--- config.mk ---
export PLATFORM = sky130hd
export DESIGN_NAME = multicycle_control
export DESIGN_NICKNAME = d
export VERILOG_FILES = /design/src/rtl/mips_ctrl_pkg.sv /design/src/rtl/mips_ctrl_decode.sv /design/src/rtl/multicycle_control.sv
export SDC_FILE = /design/constraint.sdc
export NUM_CORES = 1
export LEC_CHECK = 0
export ABC_AREA = 1
export BUFFER_PORTS_ARGS = -buffer_cell sky130_fd_sc_hd__buf_2
export CAP_MARGIN = 10
export CORE_UTILIZATION = 44
export DETAILED_ROUTE_END_ITERATION = 8
export PLACE_DENSITY_LB_ADDON = 0.3
export SLEW_MARGIN = 20
export SYNTH_ARGS = -nofsm -noshare
export SYNTH_HDL_FRONTEND = slang
export SYNTH_SLANG_ARGS = --single-unit
export TNS_END_PERCENT = 30
--- constraint.sdc ---
create_clock -name clk -period 2.1 [get_ports clk]
set_input_delay 0.315 -clock clk [delete_from_list [all_inputs] [get_ports clk]]
set_output_delay 0.315 -clock clk [all_outputs]
set_load 0.1 [all_outputs]
--- src/rtl/mips_ctrl_pkg.sv ---
// mips_ctrl_pkg
// Shared definitions for the multi-cycle MIPS control unit: opcode values,
// ALUOp codes, FSM state encodings, datapath mux select codes, the packed
// control word handed from the decode table to the top, and two helper
// functions that classify opcodes.
//
// Configuration macro: MULTICYCLE_CTRL_JAL_EN
//   defined   -> opcode 03 (JAL) is a legal instruction with its own state
//   undefined -> opcode 03 is treated as illegal
package mips_ctrl_pkg;

   // Opcode field values (IR[31:26])
   localparam logic [5:0] OP_RTYPE = 6'h00;
   localparam logic [5:0] OP_J     = 6'h02;
   localparam logic [5:0] OP_JAL   = 6'h03;
   localparam logic [5:0] OP_BEQ   = 6'h04;
   localparam logic [5:0] OP_BNE   = 6'h05;
   localparam logic [5:0] OP_ADDI  = 6'h08;
   localparam logic [5:0] OP_ANDI  = 6'h0C;
   localparam logic [5:0] OP_ORI   = 6'h0D;
   localparam logic [5:0] OP_LUI   = 6'h0F;
   localparam logic [5:0] OP_LW    = 6'h23;
   localparam logic [5:0] OP_SW    = 6'h2B;

   // ALUOp codes as understood by the ALU control
   localparam logic [2:0] ALU_LUI = 3'b001;
   localparam logic [2:0] ALU_BEQ = 3'b010;
   localparam logic [2:0] ALU_BNE = 3'b011;
   localparam logic [2:0] ALU_ADD = 3'b100;
   localparam logic [2:0] ALU_OR  = 3'b101;
   localparam logic [2:0] ALU_AND = 3'b110;
   localparam logic [2:0] ALU_R   = 3'b111;

   // Register-file destination select
   localparam logic [1:0] REGDST_RT = 2'b00;
   localparam logic [1:0] REGDST_RD = 2'b01;

   // Register-file write-data select
   localparam logic [1:0] MEMTOREG_ALUOUT = 2'b00;
   localparam logic [1:0] MEMTOREG_MDR    = 2'b01;

`ifdef MULTICYCLE_CTRL_JAL_EN
   // Link register ($31) and return-address write data, only reachable with JAL
   localparam logic [1:0] REGDST_RA   = 2'b10;
   localparam logic [1:0] MEMTOREG_PC = 2'b10;
`endif

   // ALU B-operand select
   localparam logic [1:0] SRCB_RT     = 2'b00;
   localparam logic [1:0] SRCB_FOUR   = 2'b01;
   localparam logic [1:0] SRCB_IMM    = 2'b10;
   localparam logic [1:0] SRCB_BRANCH = 2'b11;

   // PC source select
   localparam logic [1:0] PCSRC_ALU    = 2'b00;
   localparam logic [1:0] PCSRC_ALUOUT = 2'b01;
   localparam logic [1:0] PCSRC_JUMP   = 2'b10;

   // FSM states; encodings 14 and 15 are unused and recover to FETCH.
   // S_JAL keeps its encoding even when JAL is disabled, it is simply unreachable.
   typedef enum logic [3:0] {
      S_IDLE   = 4'd0,
      S_FETCH  = 4'd1,
      S_DECODE = 4'd2,
      S_RTEXE  = 4'd3,
      S_RTWB   = 4'd4,
      S_ITEXE  = 4'd5,
      S_ITWB   = 4'd6,
      S_MEMADR = 4'd7,
      S_MEMRD  = 4'd8,
      S_MEMWB  = 4'd9,
      S_MEMWR  = 4'd10,
      S_BRANCH = 4'd11,
      S_JUMP   = 4'd12,
      S_JAL    = 4'd13
   } state_e;

   // Every datapath control produced in one cycle
   typedef struct packed {
      logic       pcWrite;
      logic       branchEq;
      logic       branchNe;
      logic       iorD;
      logic       memRead;
      logic       memWrite;
      logic       irWrite;
      logic [1:0] regDst;
      logic [1:0] memtoReg;
      logic       regWrite;
      logic       aluSrcA;
      logic [1:0] aluSrcB;
      logic [1:0] pcSource;
      logic [2:0] aluOp;
      logic       illegalOp;
   } ctrlWord_t;

   // Maps an opcode to the state that follows DECODE.
   // S_FETCH doubles as the "illegal opcode" answer, since that is where an
   // unknown instruction goes anyway.
   function automatic state_e opTarget(input logic [5:0] op);
      state_e target;
      case (op)
         OP_RTYPE:                         target = S_RTEXE;
         OP_ADDI, OP_ANDI, OP_ORI, OP_LUI: target = S_ITEXE;
         OP_LW, OP_SW:                     target = S_MEMADR;
         OP_BEQ, OP_BNE:                   target = S_BRANCH;
         OP_J:                             target = S_JUMP;
`ifdef MULTICYCLE_CTRL_JAL_EN
         OP_JAL:                           target = S_JAL;
`endif
         default:                          target = S_FETCH;
      endcase
      return target;
   endfunction

   // ALU operation for the immediate-ALU instructions
   function automatic logic [2:0] itypeAluOp(input logic [5:0] op);
      logic [2:0] code;
      case (op)
         OP_ORI:  code = ALU_OR;
         OP_ANDI: code = ALU_AND;
         OP_LUI:  code = ALU_LUI;
         default: code = ALU_ADD;
      endcase
      return code;
   endfunction

endpackage

--- src/rtl/mips_ctrl_decode.sv ---
// mips_ctrl_decode
// Purely combinational control-word table: turns the current FSM state and the
// latched opcode into every datapath control for this cycle.
//
// Ports:
//   state     in   current FSM state
//   opQ       in   opcode latched at the end of DECODE
//   opIn      in   live opcode from the IR, only used to flag illegal ops in DECODE
//   memReady  in   memory handshake, qualifies IRWrite/PCWrite in FETCH
//   ctrl      out  packed control word
//
// Configuration macro: MULTICYCLE_CTRL_JAL_EN enables the JAL state row.
module mips_ctrl_decode
   import mips_ctrl_pkg::*;
(
   input  state_e     state,
   input  logic [5:0] opQ,
   input  logic [5:0] opIn,
   input  logic       memReady,
   output ctrlWord_t  ctrl
);

   // Moore table. Everything defaults to zero so IDLE and the unused encodings
   // drive a quiet datapath; each state only lists the controls it asserts.
   always_comb begin
      ctrl = '0;
      case (state)
         S_FETCH: begin
            ctrl.iorD     = 1'b0;
            ctrl.memRead  = 1'b1;
            ctrl.aluSrcA  = 1'b0;
            ctrl.aluSrcB  = SRCB_FOUR;
            ctrl.aluOp    = ALU_ADD;
            ctrl.pcSource = PCSRC_ALU;
            ctrl.irWrite  = memReady;
            ctrl.pcWrite  = memReady;
         end
         S_DECODE: begin
            ctrl.aluSrcA   = 1'b0;
            ctrl.aluSrcB   = SRCB_BRANCH;
            ctrl.aluOp     = ALU_ADD;
            ctrl.illegalOp = (opTarget(opIn) == S_FETCH);
         end
         S_RTEXE: begin
            ctrl.aluSrcA = 1'b1;
            ctrl.aluSrcB = SRCB_RT;
            ctrl.aluOp   = ALU_R;
         end
         S_RTWB: begin
            ctrl.regDst   = REGDST_RD;
            ctrl.memtoReg = MEMTOREG_ALUOUT;
            ctrl.regWrite = 1'b1;
         end
         S_ITEXE: begin
            ctrl.aluSrcA = 1'b1;
            ctrl.aluSrcB = SRCB_IMM;
            ctrl.aluOp   = itypeAluOp(opQ);
         end
         S_ITWB: begin
            ctrl.regDst   = REGDST_RT;
            ctrl.memtoReg = MEMTOREG_ALUOUT;
            ctrl.regWrite = 1'b1;
         end
         S_MEMADR: begin
            ctrl.aluSrcA = 1'b1;
            ctrl.aluSrcB = SRCB_IMM;
            ctrl.aluOp   = ALU_ADD;
         end
         S_MEMRD: begin
            ctrl.iorD    = 1'b1;
            ctrl.memRead = 1'b1;
         end
         S_MEMWB: begin
            ctrl.regDst   = REGDST_RT;
            ctrl.memtoReg = MEMTOREG_MDR;
            ctrl.regWrite = 1'b1;
         end
         S_MEMWR: begin
            ctrl.iorD     = 1'b1;
            ctrl.memWrite = 1'b1;
         end
         S_BRANCH: begin
            ctrl.aluSrcA  = 1'b1;
            ctrl.aluSrcB  = SRCB_RT;
            ctrl.pcSource = PCSRC_ALUOUT;
            if (opQ == OP_BNE) begin
               ctrl.aluOp    = ALU_BNE;
               ctrl.branchNe = 1'b1;
            end else begin
               ctrl.aluOp    = ALU_BEQ;
               ctrl.branchEq = 1'b1;
            end
         end
         S_JUMP: begin
            ctrl.pcSource = PCSRC_JUMP;
            ctrl.pcWrite  = 1'b1;
         end
`ifdef MULTICYCLE_CTRL_JAL_EN
         S_JAL: begin
            ctrl.pcSource = PCSRC_JUMP;
            ctrl.pcWrite  = 1'b1;
            ctrl.regDst   = REGDST_RA;
            ctrl.memtoReg = MEMTOREG_PC;
            ctrl.regWrite = 1'b1;
         end
`endif
         default: begin
            ctrl = '0;
         end
      endcase
   end

endmodule

--- src/rtl/multicycle_control.sv ---
// multicycle_control
// Multi-cycle control FSM for the MIPS core. Walks each instruction through
// FETCH/DECODE/EXECUTE/MEM/WB, waits on the memory handshake, flags unknown
// opcodes and counts retired instructions.
//
// Parameters:
//   ALUOP_W  width of the ALUOp output (codes are 3 bits, zero-extended)
//   CNT_W    width of the retired-instruction counter
//
// Ports:
//   clk          rising-edge clock
//   reset        asynchronous, active-low reset
//   OP           opcode from IR[31:26]
//   mem_ready    memory completes the current access this cycle
//   PCWrite, BranchEQ, BranchNE, IorD, MemRead, MemWrite, IRWrite,
//   RegDst, MemtoReg, RegWrite, ALUSrcA, ALUSrcB, PCSource, ALUOp
//                datapath controls
//   illegal_op   unknown opcode seen in DECODE
//   instr_count  retired instructions, wraps modulo 2^CNT_W
//
// Configuration macro: MULTICYCLE_CTRL_JAL_EN adds the JAL instruction (opcode 03).
module multicycle_control
   import mips_ctrl_pkg::*;
#(
   parameter int ALUOP_W = 3,
   parameter int CNT_W   = 32
) (
   input  logic               clk,
   input  logic               reset,
   input  logic [5:0]         OP,
   input  logic               mem_ready,
   output logic               PCWrite,
   output logic               BranchEQ,
   output logic               BranchNE,
   output logic               IorD,
   output logic               MemRead,
   output logic               MemWrite,
   output logic               IRWrite,
   output logic [1:0]         RegDst,
   output logic [1:0]         MemtoReg,
   output logic               RegWrite,
   output logic               ALUSrcA,
   output logic [1:0]         ALUSrcB,
   output logic [1:0]         PCSource,
   output logic [ALUOP_W-1:0] ALUOp,
   output logic               illegal_op,
   output logic [CNT_W-1:0]   instr_count
);

   state_e           stateQ;
   state_e           stateNext;
   logic [5:0]       opQ;
   logic [CNT_W-1:0] instrCount;
   logic             retire;
   ctrlWord_t        ctrl;

   // State register. Reset drops straight to IDLE so the datapath sees an
   // all-zero control word while reset is held, whatever state we were in.
   always_ff @(posedge clk or negedge reset) begin
      if (!reset) begin
         stateQ <= S_IDLE;
      end else begin
         stateQ <= stateNext;
      end
   end

   // Opcode latch and retirement counter. The opcode is captured while in
   // DECODE so the later states still know which instruction they serve
   // after the IR may have moved on.
   always_ff @(posedge clk or negedge reset) begin
      if (!reset) begin
         opQ        <= '0;
         instrCount <= '0;
      end else begin
         if (stateQ == S_DECODE) begin
            opQ <= OP;
         end
         if (retire) begin
            instrCount <= instrCount + CNT_W'(1);
         end
      end
   end

   // Next-state logic. retire marks the final cycle of every legal
   // instruction; illegal opcodes go back to FETCH from DECODE without it.
   always_comb begin
      stateNext = stateQ;
      retire    = 1'b0;
      case (stateQ)
         S_IDLE:   stateNext = S_FETCH;
         S_FETCH: begin
            if (mem_ready) begin
               stateNext = S_DECODE;
            end
         end
         S_DECODE: stateNext = opTarget(OP);
         S_RTEXE:  stateNext = S_RTWB;
         S_RTWB: begin
            stateNext = S_FETCH;
            retire    = 1'b1;
         end
         S_ITEXE:  stateNext = S_ITWB;
         S_ITWB: begin
            stateNext = S_FETCH;
            retire    = 1'b1;
         end
         S_MEMADR: stateNext = (opQ == OP_SW) ? S_MEMWR : S_MEMRD;
         S_MEMRD: begin
            if (mem_ready) begin
               stateNext = S_MEMWB;
            end
         end
         S_MEMWB: begin
            stateNext = S_FETCH;
            retire    = 1'b1;
         end
         S_MEMWR: begin
            if (mem_ready) begin
               stateNext = S_FETCH;
               retire    = 1'b1;
            end
         end
         S_BRANCH: begin
            stateNext = S_FETCH;
            retire    = 1'b1;
         end
         S_JUMP: begin
            stateNext = S_FETCH;
            retire    = 1'b1;
         end
`ifdef MULTICYCLE_CTRL_JAL_EN
         S_JAL: begin
            stateNext = S_FETCH;
            retire    = 1'b1;
         end
`endif
         default:  stateNext = S_FETCH;
      endcase
   end

   mips_ctrl_decode uDecode (
      .state    (stateQ),
      .opQ      (opQ),
      .opIn     (OP),
      .memReady (mem_ready),
      .ctrl     (ctrl)
   );

   // Unpack the control word onto the datapath-facing ports
   assign PCWrite     = ctrl.pcWrite;
   assign BranchEQ    = ctrl.branchEq;
   assign BranchNE    = ctrl.branchNe;
   assign IorD        = ctrl.iorD;
   assign MemRead     = ctrl.memRead;
   assign MemWrite    = ctrl.memWrite;
   assign IRWrite     = ctrl.irWrite;
   assign RegDst      = ctrl.regDst;
   assign MemtoReg    = ctrl.memtoReg;
   assign RegWrite    = ctrl.regWrite;
   assign ALUSrcA     = ctrl.aluSrcA;
   assign ALUSrcB     = ctrl.aluSrcB;
   assign PCSource    = ctrl.pcSource;
   assign ALUOp       = ALUOP_W'(ctrl.aluOp);
   assign illegal_op  = ctrl.illegalOp;
   assign instr_count = instrCount;

endmodule

# Word level (Yosys, flattened, before mapping)
# Cells that the tools add are included.
# totals
regBits	42
in_bits	9
word_cells	69
# classes
addsub	1
eq_ne	30
muxes	24
reduce_logical	11
# op_table
cell	count
== test 6 x 4 -> 1 bit, second input constant	7
adder 32 x 1 -> 32 bit, second input constant	1
case mux 4 bit (7 select lines)	1
case mux 3 bit (4 select lines)	2
== test 4 bit, second input constant	5
case mux 4 bit (5 select lines)	1
== test 6 x 3 -> 1 bit, second input constant	3
== test 6 bit, second input constant	3
== test 4 x 3 -> 1 bit, second input constant	4
two-way mux 4 bit	4
case mux 4 bit (3 select lines)	1
OR reduction 2 bit	6
two-way mux 1 bit	9
case mux 3 bit (3 select lines)	1
== test 4 x 1 -> 1 bit, second input constant	2
== test 4 x 2 -> 1 bit, second input constant	2
== test 6 x 2 -> 1 bit, second input constant	1
logical NOT 6 bit	1
!= test 2 bit, second input constant	3
OR reduction 5 bit	1
two-way mux 2 bit	2
case mux 1 bit (2 select lines)	2
case mux 2 bit (2 select lines)	1
OR reduction 4 bit	1
2 further kinds	2

# Longest topological paths before layout
# Gate-level depths: netlist (run 1).
# logic_depth
depth_word	6
depth_mapped	10
depth_no_buf	10

# By module
# A second synthesis (run 1) with hierarchy kept.
# hier_totals
hier_cells	494
area_unflattened_um2	3019.1
# by_module_without_submodules
mod	instances	cells_per_inst	area_each_um2
multicycle_control	1	419	2682.6
mips_ctrl_decode	1	75	336.6

# Worst setup path after synthesis (run 1)
# No wires, ideal clock.
# synth_timing
path_type	flip-flop to output port
start	reg stateQ[1]
end	out ALUOp[0]
arrival_time_ps	3698
required_time_ps	1785
slack_ps	-1913
stages_incl_launch_ff	4
path_buffers	0
cell_sequence	dfrtp_1 -> inv_1 -> nand2_1 -> o41ai_1
# synth_between
elab_chain_len	3
word_cells_on_any_way	8
classes_between	eq/ne (6); mux (1); reduce/logical (1)
# synth_rtl
element	line	rtl
from (decl)	multicycle_control.sv:50	state_e stateQ;
from (signal assigned)	multicycle_control.sv:63	stateQ <= stateNext;
== test 4 x 2 -> 1 bit (tied with other cells)	mips_ctrl_decode.sv:27	case (state)
OR reduction 3 bit (no line)	-	
case mux 3 bit (4 select lines) (*)	mips_ctrl_decode.sv:27	
to (decl)	multicycle_control.sv:45	output logic [ALUOP_W-1:0] ALUOp,
# Every way passes the cells marked *; elsewhere a longest branch is shown, timed or not.

# Worst setup path after layout (run 1)
# layout_timing
start	reg stateQ[3]
end	out ALUOp[2]
# The elaborated chain is that of the path after synthesis.

==> results.py, run 1 <==
metrics = {
    "global_routing": {
        "grt_pass1_vias": 2664,
        "grtUsageMet3_pct": 3.759,
        "antenna_found_initial": 0,
        "globalRouteMet1Util_pct": 34.36,
        "overflow": 0,
        "grt_max_degree": 43,
        "busiest_layer": "met2",
        "grtUsageMet2_pct": 36.07,
        "grt_usage_pct": 23.32,
        "grt_pass1_wl_um": 13220,
    },
    "logic_synthesis": {
        "synth_edf_count": 0,
        "synth.distinct_cells": 27,
        "ys_warn_count": 0,
        "synth_cells": 465,
        "syn_avg_cell_area_um2": 6.299,
        "synth.most_common_cell": "nand2_1",
        "synth_area_leader_cell": "dfrtp_1",
        "synth_top_area_share_pct": 35.88,
        "synth-seq-cells": 42,
        "ys_top_cells_by_count": "nand2_1, nor2_1, inv_1",
        "syn_area_mm2": 0.002929,
        "yosysSeqAreaShare_pct": 35.88,
        "synth_flop_cell": "dfrtp_1",
        "synth.area.top_cells": "dfrtp_1, nand2_1, nor2_1, nand3_1, inv_1",
        "async_flop_share_pct": 100.0,
    },
    "routing": {
        "viasPerCell": 5.081,
        "wire_per_inst_um": 12.88,
        "wl_um": 7817,
        "vias": 3084,
        "drc": 0,
        "drtAntennaViolNets": 0,
        "drt_iter0_markers": 213,
        "drtPass1Iterations": 4,
    },
    "floorplan": {
        "die_height_um": 83.59,
        "die-area_mm2": 0.006987,
        "start_util_pct": 45.87,
        "die_w_um": 83.59,
        "core_area_mm2": 0.006386,
        "io_pins": 62,
        "row_count": 29,
    },
    "cts": {
        "cts_root_buf": "clkbuf_8",
        "clockBufferDepth": 2,
        "hold_buffers": 0,
        "clkSinkCount": 42,
        "clock_latency_ns": 0.30,
        "cts_tree": "yes",
        "h-tree-depth": 2,
        "cts_buffers": 5,
        "clkTransAtPathRegs_ns": 0.08,
    },
    "worst_setup_path": {
        "arrival_ns": 1.69,
        "path_depth": 6,
        "crit_fanout": 7,
        "start_kind": "flop",
        "worstPathRequired_ns": 1.78,
        "path_buf_inv": 2,
        "reg2reg_depth": 8,
        "slowest_delay_ns": 0.47,
        "crit_chain": "inv_2 -> nand2_2 -> nor2_1 -> o31ai_1 -> o211ai_1 -> buf_12",
        "critPathKind": "reg -> out",
        "critPathTopFamily": "flip-flops",
        "endpoint_kind": "output pin",
        "slowest_stage": "dfrtp_1",
    },
    "cells_and_area": {
        "utilization_pct": 57.01,
        "drive_gt1_share_pct": 19.25,
        "diodes": 0,
        "fillCellCount": 618,
        "fin_area_mm2": 0.003641,
        "area_growth_pct": 24.31,
        "nNetsFinal": 539,
    },
    "power_and_ir_drop": {
        "p_seq_share_pct": 23.9,
        "ir_drop_uv": 2045,
        "power.density_mw_per_mm2": 1257,
        "p_int_mw": 2.029,
        "totalPowerFinal_mw": 4.578,
        "switchingPower_mw": 2.549,
        "swShare_pct": 55.68,
        "comb_power_share_pct": 62.1,
        "p_clk_share_pct": 14.1,
        "leakage_nw": 1.842,
    },
    "sta": {
        "tightest_slew_ns": 0.5514,
        "fin_hold_ws_ns": 0.08679,
        "finalCritPeriodShare_pct": 95.71,
        "fin_crit_ns": 2.010,
        "setup-violations-final": 0,
        "tns_ns": 0,
        "timing.slew.headroom_pct": 63.24,
        "timing.final.hold_violations": 0,
        "rsz0062_at_grt": "true",
        "skew_ns": 0.008590,
        "fmax_mhz": 497.5,
        "slew_violations": 0,
    },
    "job": {
        "cap_violations": 0,
    },
    "placed_design": {
        "gp_congestion": 0.9311,
        "portBuffers": 59,
        "dp_hpwl_um": 6049,
        "dpl_cell_area_mm2": 0.003507,
    },
    "worst_hold_path": {
        "holdCritPathClass": "in -> async",
    },
    "run_status": {
        "status": "finished clean",
    },
}
==> power groups by stage <==
stage                     combinational [mW]  sequential (mW)  clock, mW
final                                   2.84             1.09      0.644
after global routing                    3.00             1.12      0.696
after CTS                               2.82             1.09      0.664
after detailed placement                2.80             1.10          0
after global placement                  2.80             1.09          0
after floorplan                         1.82             1.35          0
==> area by class of cell <==
type,instances,area (um^2),share of cell area [%]
well taps,77,96.34,2.646
clock buffers,7,76.32,2.096
inverters,50,187.7,5.155
flip-flops and latches,42,1051,28.87
clock inverters,1,30.03,0.8247
repair buffers,65,490.5,13.47
multi-input cells,365,1709,46.94
==> cells by family (layout without fill, tap and decap cells) <==
group / Yosys count / after routing / share of synthesized area, %
DFF: 42 / 42 / 35.88
adders and majority gates: 1 / 1 / 0.4271
AOI/OAI and AO/OA: 24 / 24 / 4.443
xor gates and xnor gates: 8 / 8 / 2.392
buffers and inverters: 59 / 123 / 8.586
and+or+nand+nor: 330 / 330 / 48.14
other: 1 / 2 / 0.1280
==> sequential cells by signal (all words and copies together) (netlist names) <==
| register | flops |
|---|---|
| instr_count | 32 |
| opQ | 6 |
| stateQ | 4 |
==> metrics by stage <==
stage	setup slack [ns]	instances
after CTS	0.006469	607
after detailed placement	0.2416	599
after global placement	0.2828	599
final	0.09010	607
after global routing	-0.03972	607
after floorplan	-0.4216	466
==> final timing paths <==
path	start	slack, ns	endpoint
worst max-delay path	stateQ[3]$_DFFE_PN0P_	0.09	ALUOp[2]
worst min-delay path	reset	0.09	instr_count[1]$_DFFE_PN0P_
worst max register to register	stateQ[3]$_DFFE_PN0P_	0.42	instr_count[22]$_DFFE_PN0P_
worst min register to register	instr_count[0]$_DFFE_PN0P_	0.52	instr_count[0]$_DFFE_PN0P_
max in group asynchronous	reset	1.64	instr_count[20]$_DFFE_PN0P_
min in group clk	OP[5]	0.26	opQ[5]$_DFFE_PN0P_
==> layer usage <==
metal	wire (um)	share of wire, %	vias up
li1	-	-	1571
met1	3712	47	1399
met3	507	6.5	8
met5	0	0	-
met2	3528	45	106
met4	69	0.88	0
==> repair_timing <==
action,CTS,global route
setup buffers,0,0
endpoints found under the hold margin,0,0
resized for setup,3,8
endpoints found under the setup margin,3,7
==> layout by cell type (no fill, tap or decap), types with 4 or more instances in the layout <==
cell and n:
inv_2 7, nor2_2 6, nand3_1 41, clkbuf_8 5, nand4_1 6, nor2_1 70, buf_2 47, o21ai_1 6
nor2_4 8, nand3b_1 6, xor2_1 8, dfrtp_1 42, o21ai_0 7, a21oi_1 4, buf_4 6, inv_1 43
buf_12 9, nand2_1 185
(Power assumes the default switching activity.)
==> run 2: changes to the inputs <==
--- a/config.mk
+++ b/config.mk
@@ -11,6 +11,7 @@
 export CORE_UTILIZATION = 44
 export DETAILED_ROUTE_END_ITERATION = 8
 export PLACE_DENSITY_LB_ADDON = 0.3
+export REMOVE_ABC_BUFFERS = 1
 export SLEW_MARGIN = 20
 export SYNTH_ARGS = -nofsm -noshare
 export SYNTH_HDL_FRONTEND = slang
==> run 2 against run 1 <==
Compared with the run above:
- global-route usage down 0.12 points
- sequential share of layout area up 0.52 points
- non-clock buffer count unchanged
- design area down 1.5%
- largest power group unchanged
- sequential power about the same
- wire length down 2.7%
==> results.py, run 2 (synthesized netlist as in run 1, its figures left out) <==
metrics = {
    "worst_setup_path": {
        "endpoint_kind": "output pin",
        "startpoint": "stateQ[2]$_DFFE_PN0P_",
        "arrival_ns": 1.74,
        "r2r_slack_ns": 0.35,
        "critPathKind": "reg -> out",
        "worstPathRequired_ns": 1.78,
        "worstReg2RegStart": "stateQ[2]$_DFFE_PN0P_",
        "start_kind": "flop",
        "crit_fanout": 5,
    },
    "sta": {
        "skew_ns": 0.01053,
        "rsz0062_at_grt": "true",
        "fin_crit_ns": 2.054,
        "tightest_slew_ns": 0.7239,
        "timing.final.hold_violations": 0,
        "setup-violations-final": 0,
        "finalCritPeriodShare_pct": 97.81,
        "timing.slew.headroom_pct": 51.74,
        "fmax_mhz": 486.9,
        "setup_slack_ns": 0.04608,
        "slew_violations": 0,
        "fin_hold_ws_ns": 0.05250,
    },
    "floorplan": {
        "row_count": 29,
        "die_height_um": 83.59,
        "die_w_um": 83.59,
        "die-area_mm2": 0.006987,
        "core_area_mm2": 0.006386,
        "start_util_pct": 45.87,
        "io_pins": 62,
    },
    "global_routing": {
        "antenna_found_initial": 0,
        "overflow": 0,
        "grtUsageMet3_pct": 5.242,
        "grtUsageMet2_pct": 38.29,
        "grt_pass1_wl_um": 13130,
        "busiest_layer": "met2",
        "grt_pass1_vias": 2887,
        "globalRouteMet1Util_pct": 30.02,
        "grt_max_degree": 32,
        "grt_usage_pct": 23.19,
    },
    "cts": {
        "cts_tree": "yes",
        "clockBufferDepth": 2,
        "clkSinkCount": 42,
        "h-tree-depth": 2,
        "cts_root_buf": "clkbuf_8",
        "clkTransAtPathRegs_ns": 0.09,
        "hold_buffers": 0,
        "cts_buffers": 5,
        "clock_latency_ns": 0.31,
    },
    "power_and_ir_drop": {
        "p_clk_share_pct": 14.5,
        "comb_power_share_pct": 61.1,
        "swShare_pct": 55.94,
        "ir_drop_uv": 2220,
        "switchingPower_mw": 2.526,
        "leakage_nw": 1.817,
        "p_seq_share_pct": 24.4,
        "totalPowerFinal_mw": 4.516,
        "p_int_mw": 1.989,
        "power.density_mw_per_mm2": 1260,
    },
    "routing": {
        "drc": 0,
        "drt_iter0_markers": 148,
        "drtPass1Iterations": 4,
        "wl_um": 7606,
        "viasPerCell": 5.031,
        "wire_per_inst_um": 12.53,
        "vias": 3054,
        "drtAntennaViolNets": 0,
    },
    "cells_and_area": {
        "fin_area_mm2": 0.003585,
        "drive_gt1_share_pct": 19.43,
        "largest_reg_flops": 32,
        "nNetsFinal": 539,
        "final_cell_mix": "nand2_1, nor2_1, buf_2",
        "final_common_cell": "nand2_1",
        "utilization_pct": 56.13,
        "area_growth_pct": 22.38,
        "diodes": 0,
    },
    "job": {
        "cap_violations": 0,
    },
    "placed_design": {
        "dp_hpwl_um": 5756,
        "dpl_worst_slack_ns": 0.2652,
        "gp_congestion": 0.9588,
        "portBuffers": 59,
        "dpl_cell_area_mm2": 0.003393,
    },
    "run_status": {
        "status": "finished clean",
    },
    "worst_hold_path": {
        "holdCritPathClass": "in -> async",
    },
}
[run 2: changes by cell type in the layout (fill, tap and decap cells not counted), sizes merged]
cell	change
buf	-2
clkinv	+2
[run 2: power groups by stage]
| stage | registers (mW) | logic, mW | clock network [mW] |
|---|---|---|---|
| final | 1.10 | 2.76 | 0.655 |
| after global routing | 1.12 | 2.93 | 0.701 |
| after CTS | 1.08 | 2.65 | 0.660 |
| after detailed placement | 1.09 | 2.63 | 0 |
| after global placement | 1.09 | 2.62 | 0 |
| after floorplan | 1.35 | 1.67 | 0 |
[run 2: what timing repair did]
item                                    CTS  global route
resized for setup                         5            20
setup buffers                             0             2
endpoints found under the setup margin    6            10
pin swaps                                 0             2
[run 2: through the flow]
stage,setup TNS (ns),cells
after floorplan,-15.85,457
after global placement,0,597
after detailed placement,0,597
after CTS,-0.05440,605
after global routing,-0.03712,607
final,0,607
[run 2: layout make-up]
cell class / count / area [um^2]
fillers: 638 / 2801
multi-input cells: 365 / 1672
flip-flops and latches: 42 / 1054
repair buffers: 65 / 466.7
inverters: 50 / 187.7
well taps: 77 / 96.34
clock buffers: 5 / 68.82
clock inverters: 3 / 40.04
[run 2: final timing paths]
kind | depth (start not counted) | to
max | 8 | ALUOp[0]
min | 1 | instr_count[4]$_DFFE_PN0P_
max reg2reg | 8 | instr_count[8]$_DFFE_PN0P_
min reg2reg | 1 | instr_count[0]$_DFFE_PN0P_
max in group asynchronous | 2 | instr_count[18]$_DFFE_PN0P_
min in group clk | 3 | opQ[5]$_DFFE_PN0P_
[run 2: metal layers]
layer,part of all wire [%],vias to the layer above
li1,-,1573
met1,46,1370
met2,46,102
met3,7.1,9
met4,1.5,0
met5,0,-
[run 2: worst max-delay path: stages, from the launching register on]
cell	delay, ns
dfrtp_1	0.43
inv_2	0.09
nand2_2	0.11
nor2_4	0.16
inv_1	0.08
nor2_1	0.17
nor2_1	0.08
o41ai_2	0.08
buf_12	0.23
==> run 3: changes to the inputs <==
--- a/config.mk
+++ b/config.mk
@@ -8,7 +8,9 @@
 export ABC_AREA = 1
 export BUFFER_PORTS_ARGS = -buffer_cell sky130_fd_sc_hd__buf_2
 export CAP_MARGIN = 10
-export CORE_UTILIZATION = 44
+export CELL_PAD_IN_SITES_DETAIL_PLACEMENT = 0
+export CELL_PAD_IN_SITES_GLOBAL_PLACEMENT = 1
+export CORE_UTILIZATION = 41
 export DETAILED_ROUTE_END_ITERATION = 8
 export PLACE_DENSITY_LB_ADDON = 0.3
 export REMOVE_ABC_BUFFERS = 1
==> constraint.sdc (replaced) <==
create_clock -name clk -period 2.55 [get_ports clk]
set_input_delay 0.3825 -clock clk [delete_from_list [all_inputs] [get_ports clk]]
set_output_delay 0.3825 -clock clk [all_outputs]
set_load 0.1 [all_outputs]
==> run 3 against run 2 <==
Compared with the run above:
- sequential cell count unchanged
- sequential power decreased by 20%
- power is 24% lower
- count of clock-buffer cells in the layout increased by 1
- critical endpoint is now illegal_op
- critical path type unchanged
- clock skew is 0.0029 ns lower
- via count fell by 1.9%
- critical path depth is 2 lower
- hold slack worse by 0.021 ns
- design area down 4.0%
==> results.py, run 3 (synthesized netlist as in run 1, its figures left out) <==
metrics = {
    "run_status": {
        "status": "finished clean",
    },
    "cells_and_area": {
        "drive_gt1_share_pct": 16.16,
        "fin_area_mm2": 0.003440,
        "final_cell_mix": "nand2_1, nor2_1, buf_2",
        "nNetsFinal": 535,
        "final_common_cell": "nand2_1",
        "area_growth_pct": 17.43,
        "diodes": 0,
        "largest_reg_flops": 32,
    },
    "worst_setup_path": {
        "worstReg2RegStart": "stateQ[0]$_DFFE_PN0P_",
        "crit_chain": "inv_1 -> nand2_1 -> nor2_1 -> inv_1 -> nor3_1 -> buf_12",
        "worstPathRequired_ns": 2.17,
        "path_buf_inv": 3,
        "start_kind": "flop",
        "endpoint_kind": "output pin",
        "slowest_delay_ns": 0.42,
        "critPathKind": "reg -> out",
        "slowest_stage": "dfrtp_1",
        "startpoint": "stateQ[0]$_DFFE_PN0P_",
        "arrival_ns": 1.91,
        "critPathTopFamily": "simple AND/OR/NAND/NOR gates",
        "crit_fanout": 9,
        "reg2reg_depth": 8,
        "crit_top_cell": "inv_1",
        "path_depth": 6,
    },
    "cts": {
        "cts_resized": 0,
        "cts_buffers": 5,
        "cts_root_buf": "clkbuf_8",
        "clockBufferDepth": 2,
        "clock_latency_ns": 0.30,
        "cts_setup_buffers": 0,
        "clkSinkCount": 42,
        "cts_tree": "yes",
        "hold_buffers": 0,
        "clkTransAtPathRegs_ns": 0.09,
        "h-tree-depth": 2,
    },
    "floorplan": {
        "row_count": 30,
        "io_pins": 62,
        "die-area_mm2": 0.007486,
        "die_height_um": 86.52,
        "die_w_um": 86.52,
        "start_util_pct": 42.88,
        "core_area_mm2": 0.006832,
    },
    "job": {
        "cap_violations": 0,
    },
    "routing": {
        "drtAntennaViolNets": 0,
        "drtPass1Iterations": 4,
        "wire_per_inst_um": 12.35,
        "viasPerCell": 4.817,
        "drc": 0,
        "drt_iter0_markers": 147,
        "vias": 2996,
        "wl_um": 7683,
    },
    "sta": {
        "setup-violations-final": 0,
        "rsz0062_at_grt": "false",
        "fmax_mhz": 436.9,
        "tightest_slew_ns": 0.5219,
        "skew_ns": 0.007668,
        "finalCritPeriodShare_pct": 89.75,
        "fin_crit_ns": 2.289,
        "timing.slew.headroom_pct": 65.20,
        "timing.final.hold_violations": 0,
        "slew_violations": 0,
        "fin_hold_ws_ns": 0.03112,
    },
    "placed_design": {
        "portBuffers": 59,
        "dpl_cell_area_mm2": 0.003329,
        "dp_hpwl_um": 5916,
        "gp_congestion": 0.9193,
    },
    "power_and_ir_drop": {
        "ir_drop_uv": 1425,
        "leakage_nw": 1.764,
        "totalPowerFinal_mw": 3.416,
        "power.density_mw_per_mm2": 993.2,
    },
    "global_routing": {
        "grt_pass1_wl_um": 13100,
        "antenna_found_initial": 0,
        "grt_usage_pct": 22.39,
        "overflow": 0,
        "grt_max_degree": 47,
        "grt_pass1_vias": 2709,
    },
    "worst_hold_path": {
        "holdCritPathClass": "in -> async",
    },
}
-- run 3: cell count changes in the layout (fill, tap and decap cells not counted), sizes merged --
cell / before / now
buf: 62 / 61
clkinvlp: 0 / 1
clkinv: 2 / 0
clkbuf: 8 / 6
-- run 3: final cells by class --
class                           instances  area, um^2
Clock buffer                            6       72.57
Clock inverter                          2       37.54
Fill cell                             736        3392
Inverter                               50       187.7
Multi-Input combinational cell        365        1630
Sequential cell                        42        1051
Tap cell                               96       120.1
Timing Repair Buffer                   61       340.3
-- run 3: path summary, 6_finish.rpt --
| path | to | slack (ns) |
|---|---|---|
| max | illegal_op | 0.26 |
| min | instr_count[0]$_DFFE_PN0P_ | 0.03 |
| max reg2reg | instr_count[17]$_DFFE_PN0P_ | 0.69 |
| min reg2reg | opQ[5]$_DFFE_PN0P_ | 0.52 |
| max in group asynchronous | instr_count[25]$_DFFE_PN0P_ | 1.84 |
| min in group clk | opQ[5]$_DFFE_PN0P_ | 0.31 |
-- run 3: worst reg2reg max path: cells and delay by family, from the launching register on --
| family | cells | cell delay [ns] |
|---|---|---|
| buffers and inverters | 1 | 0.13 |
| DFF | 1 | 0.42 |
| and+or+nand+nor | 7 | 1.22 |
-- run 3: per-stage QoR --
stage	std cells	setup slack, ns	setup TNS [ns]	utilization [%]
global route	622	0.1113	0	50.35
detailed placement	614	0.5839	0	48.74
global placement	614	0.5854	0	48.74
CTS	622	0.2302	0	50.35
floorplan	457	-1.530	-5.589	-
finish	622	0.2613	0	50.35
-- run 3: per-layer routing --
layer / vias up / wire length [um] / track usage [%]
li1: 1559 / - / -
met1: 1361 / 3751 / 32.48
met2: 72 / 3502 / 35.86
met3: 4 / 383 / 2.762
met4: 0 / 45 / 4.545
met5: - / 0 / 0
-- run 3: report_power, final --
group / internal (mW) / leakage [nW] / switching [mW]
sequential: 0.774 / 0.566 / 0.111
clock: 0.293 / 0.0514 / 0.250
combinational: 0.349 / 1.15 / 1.64
total: 1.42 / 1.76 / 2.00
